<file path="src/rtl/lc3_control_fsm_if.sv">
// LC-3 control bundle: datapath status into the control FSM and the full set
// of load enables, bus gates, mux selects and memory strobes back out.
// master = control FSM side, slave = datapath side.
interface lc3_control_fsm_if;
  // Status / handshake from the datapath and front panel
  logic       Run;
  logic       Continue;
  logic [3:0] Opcode;
  logic       IR_5;
  logic       IR_11;
  logic       BEN;

  // Register load enables
  logic LD_MAR, LD_MDR, LD_IR, LD_BEN, LD_CC, LD_REG, LD_PC, LD_LED;

  // Bus drivers (at most one active)
  logic GatePC, GateMDR, GateALU, GateMARMUX;

  // Mux selects and ALU function
  logic [1:0] PCMUX;
  logic       ADDR1MUX;
  logic [1:0] ADDR2MUX;
  logic       SR1MUX;
  logic       SR2MUX;
  logic       DRMUX;
  logic [1:0] ALUK;

  // Memory strobes
  logic Mem_OE, Mem_WE;

  modport master (
    input  Run, Continue, Opcode, IR_5, IR_11, BEN,
    output LD_MAR, LD_MDR, LD_IR, LD_BEN, LD_CC, LD_REG, LD_PC, LD_LED,
    output GatePC, GateMDR, GateALU, GateMARMUX,
    output PCMUX, ADDR1MUX, ADDR2MUX, SR1MUX, SR2MUX, DRMUX, ALUK,
    output Mem_OE, Mem_WE
  );

  modport slave (
    output Run, Continue, Opcode, IR_5, IR_11, BEN,
    input  LD_MAR, LD_MDR, LD_IR, LD_BEN, LD_CC, LD_REG, LD_PC, LD_LED,
    input  GatePC, GateMDR, GateALU, GateMARMUX,
    input  PCMUX, ADDR1MUX, ADDR2MUX, SR1MUX, SR2MUX, DRMUX, ALUK,
    input  Mem_OE, Mem_WE
  );
endinterface

</file>
<file path="src/rtl/lc3_control_fsm.sv">
// LC-3 control FSM: sequences fetch / decode / execute for the 16-bit
// datapath. All control outputs are registered and are a pure decode of the
// state being entered, so they line up with state_q every cycle.
// Memory-access states hold their strobe for MEM_WAIT cycles using a wait
// counter that clears on every state change.
// Optional feature: define SINGLE_STEP_EN to stop in SS1/SS2 after each
// completed instruction until Continue is pulsed high then low.
module lc3_control_fsm #(
  parameter int MEM_WAIT = 3
) (
  input logic             Clk,
  input logic             Reset,
  lc3_control_fsm_if.master bus
);

  localparam int CNT_W = (MEM_WAIT > 1) ? $clog2(MEM_WAIT) : 1;
  localparam logic [CNT_W-1:0] CNT_LAST = CNT_W'(MEM_WAIT - 1);
  localparam logic [CNT_W-1:0] CNT_ONE  = CNT_W'(1);

  typedef enum logic [4:0] {
    HALTED, S18, S33, S35, S32,
    S01, S05, S09, S00, S22, S12, S04, S21,
    S06, S07, S25, S27, S23, S16,
    P1, P2
`ifdef SINGLE_STEP_EN
    , SS1, SS2
`endif
  } state_t;

`ifdef SINGLE_STEP_EN
  localparam state_t END_STATE = SS1;
`else
  localparam state_t END_STATE = S18;
`endif

  typedef struct packed {
    logic       ld_mar, ld_mdr, ld_ir, ld_ben, ld_cc, ld_reg, ld_pc, ld_led;
    logic       gate_pc, gate_mdr, gate_alu, gate_marmux;
    logic [1:0] pcmux;
    logic       addr1mux;
    logic [1:0] addr2mux;
    logic       sr1mux, sr2mux, drmux;
    logic [1:0] aluk;
    logic       mem_oe, mem_we;
  } ctrl_t;

  state_t           state_q, state_d;
  logic [CNT_W-1:0] cnt_q, cnt_d;
  ctrl_t            ctrl_q, ctrl_d;

  // Next-state and wait-counter logic; the counter only advances while a
  // memory-access state is being held and is zero in every other state.
  always_comb begin
    state_d = state_q;
    cnt_d   = '0;
    case (state_q)
      HALTED: if (bus.Run) state_d = S18;
      S18:    state_d = S33;
      S33:    if (cnt_q == CNT_LAST) state_d = S35; else cnt_d = cnt_q + CNT_ONE;
      S35:    state_d = S32;
      S32: begin
        case (bus.Opcode)
          4'b0001: state_d = S01;
          4'b0101: state_d = S05;
          4'b1001: state_d = S09;
          4'b0000: state_d = S00;
          4'b1100: state_d = S12;
          4'b0100: state_d = S04;
          4'b0110: state_d = S06;
          4'b0111: state_d = S07;
          4'b1101: state_d = P1;
          default: state_d = S18;
        endcase
      end
      S01, S05, S09, S22, S12, S21, S27: state_d = END_STATE;
      S00:    state_d = bus.BEN ? S22 : END_STATE;
      S04:    state_d = S21;
      S06:    state_d = S25;
      S07:    state_d = S23;
      S25:    if (cnt_q == CNT_LAST) state_d = S27; else cnt_d = cnt_q + CNT_ONE;
      S23:    state_d = S16;
      S16:    if (cnt_q == CNT_LAST) state_d = END_STATE; else cnt_d = cnt_q + CNT_ONE;
      P1:     if (bus.Continue) state_d = P2;
      P2:     if (!bus.Continue) state_d = S18;
`ifdef SINGLE_STEP_EN
      SS1:    if (bus.Continue) state_d = SS2;
      SS2:    if (!bus.Continue) state_d = S18;
`endif
      default: state_d = HALTED;
    endcase
  end

  // Output decode of the state being entered, so the registered outputs
  // always describe the current state; LD_MDR fires only on the final
  // cycle of a memory read.
  always_comb begin
    ctrl_d = '0;
    case (state_d)
      S18: begin
        ctrl_d.gate_pc = 1'b1;
        ctrl_d.ld_mar  = 1'b1;
        ctrl_d.ld_pc   = 1'b1;
      end
      S33, S25: begin
        ctrl_d.mem_oe = 1'b1;
        ctrl_d.ld_mdr = (cnt_d == CNT_LAST);
      end
      S35: begin
        ctrl_d.gate_mdr = 1'b1;
        ctrl_d.ld_ir    = 1'b1;
      end
      S32: ctrl_d.ld_ben = 1'b1;
      S01, S05: begin
        ctrl_d.sr2mux   = ~bus.IR_5;
        ctrl_d.aluk     = (state_d == S05) ? 2'b01 : 2'b00;
        ctrl_d.gate_alu = 1'b1;
        ctrl_d.ld_reg   = 1'b1;
        ctrl_d.ld_cc    = 1'b1;
      end
      S09: begin
        ctrl_d.aluk     = 2'b10;
        ctrl_d.gate_alu = 1'b1;
        ctrl_d.ld_reg   = 1'b1;
        ctrl_d.ld_cc    = 1'b1;
      end
      S22: begin
        ctrl_d.addr2mux = 2'b10;
        ctrl_d.pcmux    = 2'b10;
        ctrl_d.ld_pc    = 1'b1;
      end
      S12: begin
        ctrl_d.addr1mux = 1'b1;
        ctrl_d.pcmux    = 2'b10;
        ctrl_d.ld_pc    = 1'b1;
      end
      S04: begin
        ctrl_d.gate_pc = 1'b1;
        ctrl_d.drmux   = 1'b1;
        ctrl_d.ld_reg  = 1'b1;
      end
      S21: begin
        ctrl_d.pcmux = 2'b10;
        ctrl_d.ld_pc = 1'b1;
        if (bus.IR_11) begin
          ctrl_d.addr2mux = 2'b11;
        end else begin
          ctrl_d.addr1mux = 1'b1;
        end
      end
      S06, S07: begin
        ctrl_d.addr1mux    = 1'b1;
        ctrl_d.addr2mux    = 2'b01;
        ctrl_d.gate_marmux = 1'b1;
        ctrl_d.ld_mar      = 1'b1;
      end
      S27: begin
        ctrl_d.gate_mdr = 1'b1;
        ctrl_d.ld_reg   = 1'b1;
        ctrl_d.ld_cc    = 1'b1;
      end
      S23: begin
        ctrl_d.sr1mux   = 1'b1;
        ctrl_d.aluk     = 2'b11;
        ctrl_d.gate_alu = 1'b1;
        ctrl_d.ld_mdr   = 1'b1;
      end
      S16: ctrl_d.mem_we = 1'b1;
      P1:  ctrl_d.ld_led = 1'b1;
      default: ctrl_d = '0;
    endcase
  end

  // State, wait counter and outputs; reset drops everything to Halted with
  // all controls inactive, abandoning any instruction in flight.
  always_ff @(posedge Clk) begin
    if (Reset) begin
      state_q <= HALTED;
      cnt_q   <= '0;
      ctrl_q  <= '0;
    end else begin
      state_q <= state_d;
      cnt_q   <= cnt_d;
      ctrl_q  <= ctrl_d;
    end
  end

  assign bus.LD_MAR     = ctrl_q.ld_mar;
  assign bus.LD_MDR     = ctrl_q.ld_mdr;
  assign bus.LD_IR      = ctrl_q.ld_ir;
  assign bus.LD_BEN     = ctrl_q.ld_ben;
  assign bus.LD_CC      = ctrl_q.ld_cc;
  assign bus.LD_REG     = ctrl_q.ld_reg;
  assign bus.LD_PC      = ctrl_q.ld_pc;
  assign bus.LD_LED     = ctrl_q.ld_led;
  assign bus.GatePC     = ctrl_q.gate_pc;
  assign bus.GateMDR    = ctrl_q.gate_mdr;
  assign bus.GateALU    = ctrl_q.gate_alu;
  assign bus.GateMARMUX = ctrl_q.gate_marmux;
  assign bus.PCMUX      = ctrl_q.pcmux;
  assign bus.ADDR1MUX   = ctrl_q.addr1mux;
  assign bus.ADDR2MUX   = ctrl_q.addr2mux;
  assign bus.SR1MUX     = ctrl_q.sr1mux;
  assign bus.SR2MUX     = ctrl_q.sr2mux;
  assign bus.DRMUX      = ctrl_q.drmux;
  assign bus.ALUK       = ctrl_q.aluk;
  assign bus.Mem_OE     = ctrl_q.mem_oe;
  assign bus.Mem_WE     = ctrl_q.mem_we;

endmodule
</file>
<file path="src/flat_wrapper.sv">
// flat-port wrapper written by rule: the top's interface ports become plain ports
module lc3_control_fsm_flat 
#(
  parameter int MEM_WAIT = 3
)
  (Clk, Reset, bus_Run, bus_Continue, bus_Opcode, bus_IR_5, bus_IR_11, bus_BEN, bus_LD_MAR, bus_LD_MDR, bus_LD_IR, bus_LD_BEN, bus_LD_CC, bus_LD_REG, bus_LD_PC, bus_LD_LED, bus_GatePC, bus_GateMDR, bus_GateALU, bus_GateMARMUX, bus_PCMUX, bus_ADDR1MUX, bus_ADDR2MUX, bus_SR1MUX, bus_SR2MUX, bus_DRMUX, bus_ALUK, bus_Mem_OE, bus_Mem_WE);
  lc3_control_fsm_if bus_i ();
  input logic Clk;
  input logic Reset;
  input wire logic [$bits(bus_i.Run)-1:0] bus_Run;
  input wire logic [$bits(bus_i.Continue)-1:0] bus_Continue;
  input wire logic [$bits(bus_i.Opcode)-1:0] bus_Opcode;
  input wire logic [$bits(bus_i.IR_5)-1:0] bus_IR_5;
  input wire logic [$bits(bus_i.IR_11)-1:0] bus_IR_11;
  input wire logic [$bits(bus_i.BEN)-1:0] bus_BEN;
  output wire logic [$bits(bus_i.LD_MAR)-1:0] bus_LD_MAR;
  output wire logic [$bits(bus_i.LD_MDR)-1:0] bus_LD_MDR;
  output wire logic [$bits(bus_i.LD_IR)-1:0] bus_LD_IR;
  output wire logic [$bits(bus_i.LD_BEN)-1:0] bus_LD_BEN;
  output wire logic [$bits(bus_i.LD_CC)-1:0] bus_LD_CC;
  output wire logic [$bits(bus_i.LD_REG)-1:0] bus_LD_REG;
  output wire logic [$bits(bus_i.LD_PC)-1:0] bus_LD_PC;
  output wire logic [$bits(bus_i.LD_LED)-1:0] bus_LD_LED;
  output wire logic [$bits(bus_i.GatePC)-1:0] bus_GatePC;
  output wire logic [$bits(bus_i.GateMDR)-1:0] bus_GateMDR;
  output wire logic [$bits(bus_i.GateALU)-1:0] bus_GateALU;
  output wire logic [$bits(bus_i.GateMARMUX)-1:0] bus_GateMARMUX;
  output wire logic [$bits(bus_i.PCMUX)-1:0] bus_PCMUX;
  output wire logic [$bits(bus_i.ADDR1MUX)-1:0] bus_ADDR1MUX;
  output wire logic [$bits(bus_i.ADDR2MUX)-1:0] bus_ADDR2MUX;
  output wire logic [$bits(bus_i.SR1MUX)-1:0] bus_SR1MUX;
  output wire logic [$bits(bus_i.SR2MUX)-1:0] bus_SR2MUX;
  output wire logic [$bits(bus_i.DRMUX)-1:0] bus_DRMUX;
  output wire logic [$bits(bus_i.ALUK)-1:0] bus_ALUK;
  output wire logic [$bits(bus_i.Mem_OE)-1:0] bus_Mem_OE;
  output wire logic [$bits(bus_i.Mem_WE)-1:0] bus_Mem_WE;
  assign bus_i.Run = bus_Run;
  assign bus_i.Continue = bus_Continue;
  assign bus_i.Opcode = bus_Opcode;
  assign bus_i.IR_5 = bus_IR_5;
  assign bus_i.IR_11 = bus_IR_11;
  assign bus_i.BEN = bus_BEN;
  assign bus_LD_MAR = bus_i.LD_MAR;
  assign bus_LD_MDR = bus_i.LD_MDR;
  assign bus_LD_IR = bus_i.LD_IR;
  assign bus_LD_BEN = bus_i.LD_BEN;
  assign bus_LD_CC = bus_i.LD_CC;
  assign bus_LD_REG = bus_i.LD_REG;
  assign bus_LD_PC = bus_i.LD_PC;
  assign bus_LD_LED = bus_i.LD_LED;
  assign bus_GatePC = bus_i.GatePC;
  assign bus_GateMDR = bus_i.GateMDR;
  assign bus_GateALU = bus_i.GateALU;
  assign bus_GateMARMUX = bus_i.GateMARMUX;
  assign bus_PCMUX = bus_i.PCMUX;
  assign bus_ADDR1MUX = bus_i.ADDR1MUX;
  assign bus_ADDR2MUX = bus_i.ADDR2MUX;
  assign bus_SR1MUX = bus_i.SR1MUX;
  assign bus_SR2MUX = bus_i.SR2MUX;
  assign bus_DRMUX = bus_i.DRMUX;
  assign bus_ALUK = bus_i.ALUK;
  assign bus_Mem_OE = bus_i.Mem_OE;
  assign bus_Mem_WE = bus_i.Mem_WE;
  lc3_control_fsm #(.MEM_WAIT(MEM_WAIT)) u_core (.Clk(Clk), .Reset(Reset), .bus(bus_i));
endmodule
</file>
<file path="config.mk">
export PLATFORM = sky130hd
export DESIGN_NAME = lc3_control_fsm_flat
export DESIGN_NICKNAME = d
export VERILOG_FILES = /design/src/rtl/lc3_control_fsm_if.sv /design/src/rtl/lc3_control_fsm.sv /design/src/flat_wrapper.sv
export SDC_FILE = /design/constraint.sdc
export NUM_CORES = 1
export LEC_CHECK = 0
export CAP_MARGIN = 20
export CORE_MARGIN = 2
export CORE_UTILIZATION = 49
export CTS_CLUSTER_DIAMETER = 100
export CTS_CLUSTER_SIZE = 40
export DETAILED_ROUTE_END_ITERATION = 16
export PLACE_DENSITY = 0.8
export RECOVER_POWER = 25
export SLEW_MARGIN = 20
export SYNTH_ARGS = -nofsm -noshare
export SYNTH_HDL_FRONTEND = slang
export SYNTH_SLANG_ARGS = --single-unit
</file>
<file path="constraint.sdc">
create_clock -name Clk -period 2.6 [get_ports Clk]
set_input_delay 0.26 -clock Clk [delete_from_list [all_inputs] [get_ports Clk]]
set_output_delay 0.26 -clock Clk [all_outputs]
set_load 0.02 [all_outputs]
</file>
==> qor.csv, run 1 <==
metric;value;unit
outcome;finished clean;
WHS Endpoint;u_core.cnt_q[0];
met2 WL;2.09;mm
Mapped Cells;175;
syn avg cell area;8.52;um2
nets;228;
number of synthesized flops with an enable pin;0;
Hold WS;0.451;ns
metal3 WL;223;um
Final GP Congestion;0.878;
DR DRC count;0;
Seq cells post-synth;30;
FILL cells;243;
starting density of the core;0.500;
critical path required time;2.83;ns
Setup violations, final;0;
DR iter-0 viols;28;
hold buffer count at CTS;0;
Final Skew;0.00824;ns
Tightest Hold Check Type;reg -> reg;
# IOs;35;
Die X;59.1;um
clock-pin transition on the worst setup and hold timing paths;0.10;ns
Clock Tree Root;clkbuf_4;
CTS tree;built;
worst setup path category;reg -> reg;
worst vdd ir;0.000199;V
total die area;0.00350;mm2
R2R Path Start;u_core.state_q[2];
first-pass GRT wire length;6.48;mm
Tmin final;2.40;ns
WP data arrival;2.63;ns
max-slew violation count;0;
Total Routing Usage GR;0.250;
HPWL Detailed;2.94;mm
TritonRoute pass-1 iters;4;
Highest Signal Layer;met4;
wire length per cell;15.6;um
Post CTS Setup Buffer Count;0;
Most used DFF post-synth;dfxtp_1;
f_max;417;MHz
Final Routed Wirelength;3.93;mm
most frequent cells in the layout;30 x dfxtp_1, 21 x clkdlybuf4s50_1, 15 x buf_4;
via count;1492;
CTS Buf Count;5;
fraction of layout cells with a size suffix above 1;0.156;
CP Max Fanout;10;
leading cell type in the layout, fill and taps excluded;dfxtp_1;
R2R Setup Slk;0.20;ns
power density over the cells;520;mW/mm2
Port Buffers;33;
final core occ;0.674;
fin cells;251;
vias in the first global route;1462;
Fin. Hold Viols;0;
total negative slack;0;ns
RSZ-0062 raised after global routing;false;
Chip Height;59.1;um
# rows;20;
Area Growth Syn to Fin;34.7;%
Critical R2R Capture;u_core.bus.ADDR1MUX;
sequential area share after synthesis;0.403;
Cell variety after synth;50;
Via density;5.94;
Crit. End Element;register;
post-placement cell count;243;
CTS Sinks;30;
hold path start;u_core.cnt_q[0];
Worst-Skew Late Latency;0.33;ns
PostCTS Resize Cnt;0;
M1 wire length;1.48;mm
Max clock buf depth;2;
CP startpoint kind;register;
Final ANT Viol Nets;0;
WHS Path Cells;1;
largest net degree at the start of global routing;16;
max-cap violations;0;
Core ar.;0.00298;mm2
Mapped Nets;186;
path depth of the worst reg2reg path;6;
leakage power total;0.801;nW
Async S/R FF share, synth;0;
Ys Warns;0;
Post-Syn Area;0.00149;mm2
H-tree levels;2;
initial antenna violation count;0;
n_diodes;0;
grt total ovfl;0;
period utilization;0.922;
flip-flops by register name, indices dropped and copies added (netlist names), 2 cells and up:
register and cells:
u_core.bus.ADDR2MUX 2, u_core.bus.ALUK 2, u_core.cnt_q 2, u_core.state_q 5
layer usage:
layer | track usage | vias up
li1 | - | 712
met2 | 0.449 | 67
met3 | 0.0721 | 19
met1 | 0.253 | 694
met5 | 0 | -
met4 | 0.153 | 0
Yosys cell counts (all sizes together), types with 2 or more instances:
library cell  number  area share
dfxtp             30        0.40
nand2             13       0.033
nor2              11       0.028
nor2b             10       0.042
nand2b             9       0.038
a21oi              8       0.027
clkbuf             8       0.021
nor3               7       0.024
o21ai              7       0.024
nand3              6       0.020
nor4               6       0.025
buf                5       0.023
inv                5       0.013
o211ai             4       0.020
and2               3       0.013
nand3b             3       0.015
a211o              2       0.012
a21o               2       0.010
a32oi              2       0.012
mux2i              2       0.013
nand4              2      0.0084
nand4b             2       0.012
nor3b              2       0.010
o22ai              2      0.0084
or2                2      0.0084
or3b               2       0.012
or4b               2       0.018
stage by stage:
| stage | total power [W] | worst slack, ns | area [um2] |
|---|---|---|---|
| detailed placement | 0.000698 | 0.0407 | 1910 |
| floorplan | 0.000620 | 0.326 | 1490 |
| CTS | 0.00104 | 0.163 | 1990 |
| finish | 0.00104 | 0.202 | 2010 |
| global placement | 0.000691 | 0.144 | 1910 |
| global route | 0.00109 | 0.0708 | 2010 |
how the worst max path moves through the flow:
stage                     cells past startpoint                endpoint              start  slack (ns)
final                                         6     u_core.bus.ADDR1MUX  u_core.state_q[2]        0.20
after global routing                          7       u_core.bus.LD_REG  u_core.state_q[2]        0.07
after CTS                                     7  u_core.bus.ADDR2MUX[0]  u_core.state_q[2]        0.16
after detailed placement                      7      u_core.bus.ALUK[0]      bus_Opcode[3]        0.04
after global placement                        7      u_core.bus.GateALU      bus_Opcode[3]        0.14
after floorplan                               8     u_core.bus.ADDR1MUX  u_core.state_q[0]        0.33
logic make-up after synthesis:
| family | synth area share |
|---|---|
| AND/OR/NAND/NOR | 0.327 |
| AO/OA/AOI/OAI | 0.185 |
| flip-flops | 0.403 |
| other | 0.00252 |
| buffers and inverters | 0.0563 |
| multiplexers | 0.0210 |
| XOR/XNOR | 0.00588 |
cell type report:
class / instances / area [um2] / share of cell area
clock buffers: 8 / 78.8 / 0.0393
flip-flops and latches: 30 / 601 / 0.299
inverters: 5 / 18.8 / 0.00935
well taps: 33 / 41.3 / 0.0206
multi-input cells: 127 / 825 / 0.411
repair buffers: 48 / 443 / 0.221
critical path, stage by stage (launching register included):
cell	delay, ns
dfxtp_1	0.46
or4b_4	0.51
or2_0	0.24
a211o_1	0.28
and3_1	0.30
and2_1	0.21
o31a_1	0.29
where the power goes:
part / switching (W) / total [W] / internal (W)
sequential: 0.0000106 / 0.000485 / 0.000474
combinational: 0.000115 / 0.000210 / 0.0000949
clock: 0.000165 / 0.000349 / 0.000185
No activity file was read; power rests on OpenSTA's default activity.
==> inputs of run 2 (changes only) <==
Settings changed: REMOVE_ABC_BUFFERS set to 1.
==> run 2 against run 1 <==
Effect of this change: clock skew down 0.0039 ns; critical endpoint unchanged; highest routed layer unchanged; die area unchanged; design area is 2.7% lower; worst setup slack lost 0.086 ns; via count is 6.6% lower; sequential share of layout area grew 0.82 points; global-route usage is 3.4 points lower; sequential power barely moved.
==> qor.csv, run 2 (synthesis results as in run 1) <==
metric;value;unit;change
leading cell type in the layout, fill and taps excluded;dfxtp_1;;
DR DRC count;0;;unchanged
RSZ-0062 raised after global routing;false;;
Core ar.;0.00298;mm2;unchanged
Tightest Hold Check Type;reg -> reg;;
# IOs;35;;unchanged
CP Max Fanout;13;;+3
WP data arrival;2.70;ns;+0.07 ns
critical path required time;2.82;ns;about the same
starting density of the core;0.500;;unchanged
WHS Endpoint;u_core.cnt_q[0];;
via count;1394;;-6.6%
largest net degree at the start of global routing;16;;unchanged
Critical R2R Capture;u_core.bus.ADDR1MUX;;
CTS Buf Count;5;;unchanged
R2R Setup Slk;0.12;ns;-0.09 ns
Max clock buf depth;2;;unchanged
wire length per cell;13.8;um;-12%
f_max;403;MHz;-3.5%
Tmin final;2.48;ns;+0.0861 ns
WHS Path Cells;1;;unchanged
grt total ovfl;0;;unchanged
Setup violations, final;0;;unchanged
Chip Height;59.1;um;unchanged
Die X;59.1;um;unchanged
path depth of the worst reg2reg path;6;;unchanged
Via density;5.62;;-5.4%
n_diodes;0;;unchanged
Largest Register;u_core.state_q;;
worst vdd ir;0.000186;V;-6.4%
vias in the first global route;1290;;-12%
Slew @ Worst Pin;0.873;ns;
R2R Path Start;u_core.state_q[1];;
Final ANT Viol Nets;0;;unchanged
Final Routed Wirelength;3.41;mm;-13%
Clock Tree Root;clkbuf_4;;
most frequent cells in the layout;30 x dfxtp_1, 21 x clkdlybuf4s50_1, 13 x nand2_1;;
worst setup path category;reg -> reg;;
Largest register FFs;5;;unchanged
fin cells;248;;-1.2%
total die area;0.00350;mm2;unchanged
leakage power total;0.771;nW;-3.6%
Worst-Skew Late Latency;0.32;ns;about the same
max-slew violation count;0;;unchanged
Fin. Hold Viols;0;;unchanged
period utilization;0.955;;+0.0331
Total Routing Usage GR;0.216;;-0.0344
# rows;20;;unchanged
outcome;finished clean;;
max_slew headroom;0.413;;
CTS tree;built;;
Area Growth Syn to Fin;31.1;%;
CTS Sinks;30;;unchanged
total negative slack;0;ns;unchanged
nets;225;;-1.3%
first-pass GRT wire length;5.65;mm;-13%
initial antenna violation count;0;;unchanged
Port Buffers;33;;unchanged
H-tree levels;2;;unchanged
Final GP Congestion;0.892;;+1.5%
DR iter-0 viols;25;;-11%
hold buffer count at CTS;0;;unchanged
TritonRoute pass-1 iters;4;;unchanged
HPWL Detailed;2.63;mm;-11%
clock-pin transition on the worst setup and hold timing paths;0.09;ns;about the same
power density over the cells;488;mW/mm2;-6.2%
Crit. End Element;register;;
CP startpoint kind;register;;
Post CTS Setup Buffer Count;0;;unchanged
hold path start;u_core.cnt_q[0];;
Final Skew;0.00433;ns;-0.00391 ns
post-placement cell count;240;;-1.2%
fraction of layout cells with a size suffix above 1;0.130;;-0.0257
max-cap violations;0;;unchanged
-- run 2: cell count changes in the layout (fill, tap and decap cells not counted), sizes merged --
cell    before  now
clkbuf       8    7
buf         15   12
clkinv       0    1
-- run 2: critical path: stages, from the launching register on --
cell and delay [ns]:
dfxtp_1 0.46, or4b_4 0.58, or2_0 0.25, a211o_1 0.30
and3_1 0.31, and2_1 0.21, o31a_1 0.28
-- run 2: how the worst max path moves through the flow --
stage	start	to	cells past startpoint
floorplan	u_core.state_q[0]	u_core.bus.ADDR2MUX[0]	6
global placement	bus_Opcode[1]	u_core.bus.ALUK[0]	7
global route	u_core.state_q[1]	u_core.bus.LD_MAR	6
detailed placement	bus_Opcode[1]	u_core.bus.GateALU	7
CTS	u_core.state_q[1]	u_core.bus.ADDR1MUX	6
finish	u_core.state_q[1]	u_core.bus.ADDR1MUX	6
-- run 2: cell type report --
type | count | area (um2)
clock buffer | 7 | 55.1
clock inverter | 1 | 5.00
fill | 251 | 1020
inverter | 5 | 18.8
multi-input combinational | 127 | 812
sequential | 30 | 601
tap | 33 | 41.3
timing repair buffer | 45 | 420
-- run 2: metal layers --
metal	share of wire	vias to the layer above	track usage
li1	-	704	-
met1	0.42	622	0.252
met2	0.49	55	0.360
met3	0.054	13	0.0393
met4	0.038	0	0.140
met5	0	-	0
-- run 2: power by group --
part	switching, W	total, W	internal [W]
sequential	0.0000114	0.000485	0.000474
combinational	0.000105	0.000190	0.0000853
clock	0.000147	0.000278	0.000131
total	0.000264	0.000953	0.000690
-- run 2: what timing repair did --
item,CTS,global route
gates resized for setup,0,1
hold endpoints to repair,0,0
endpoints found under the setup margin,0,12
-- run 2: stage by stage --
step	area, um2	hold slack, ns	power [W]	utilization	worst slack, ns
finish	1950	0.460	0.000953	0.656	0.116
global route	1950	0.485	0.000997	0.656	0.0118
CTS	1950	0.466	0.000964	0.654	0.121
detailed placement	1890	0.450	0.000688	0.634	0.101
global placement	1890	0.435	0.000684	0.634	0.127
floorplan	1430	0.332	0.000606	-	0.225
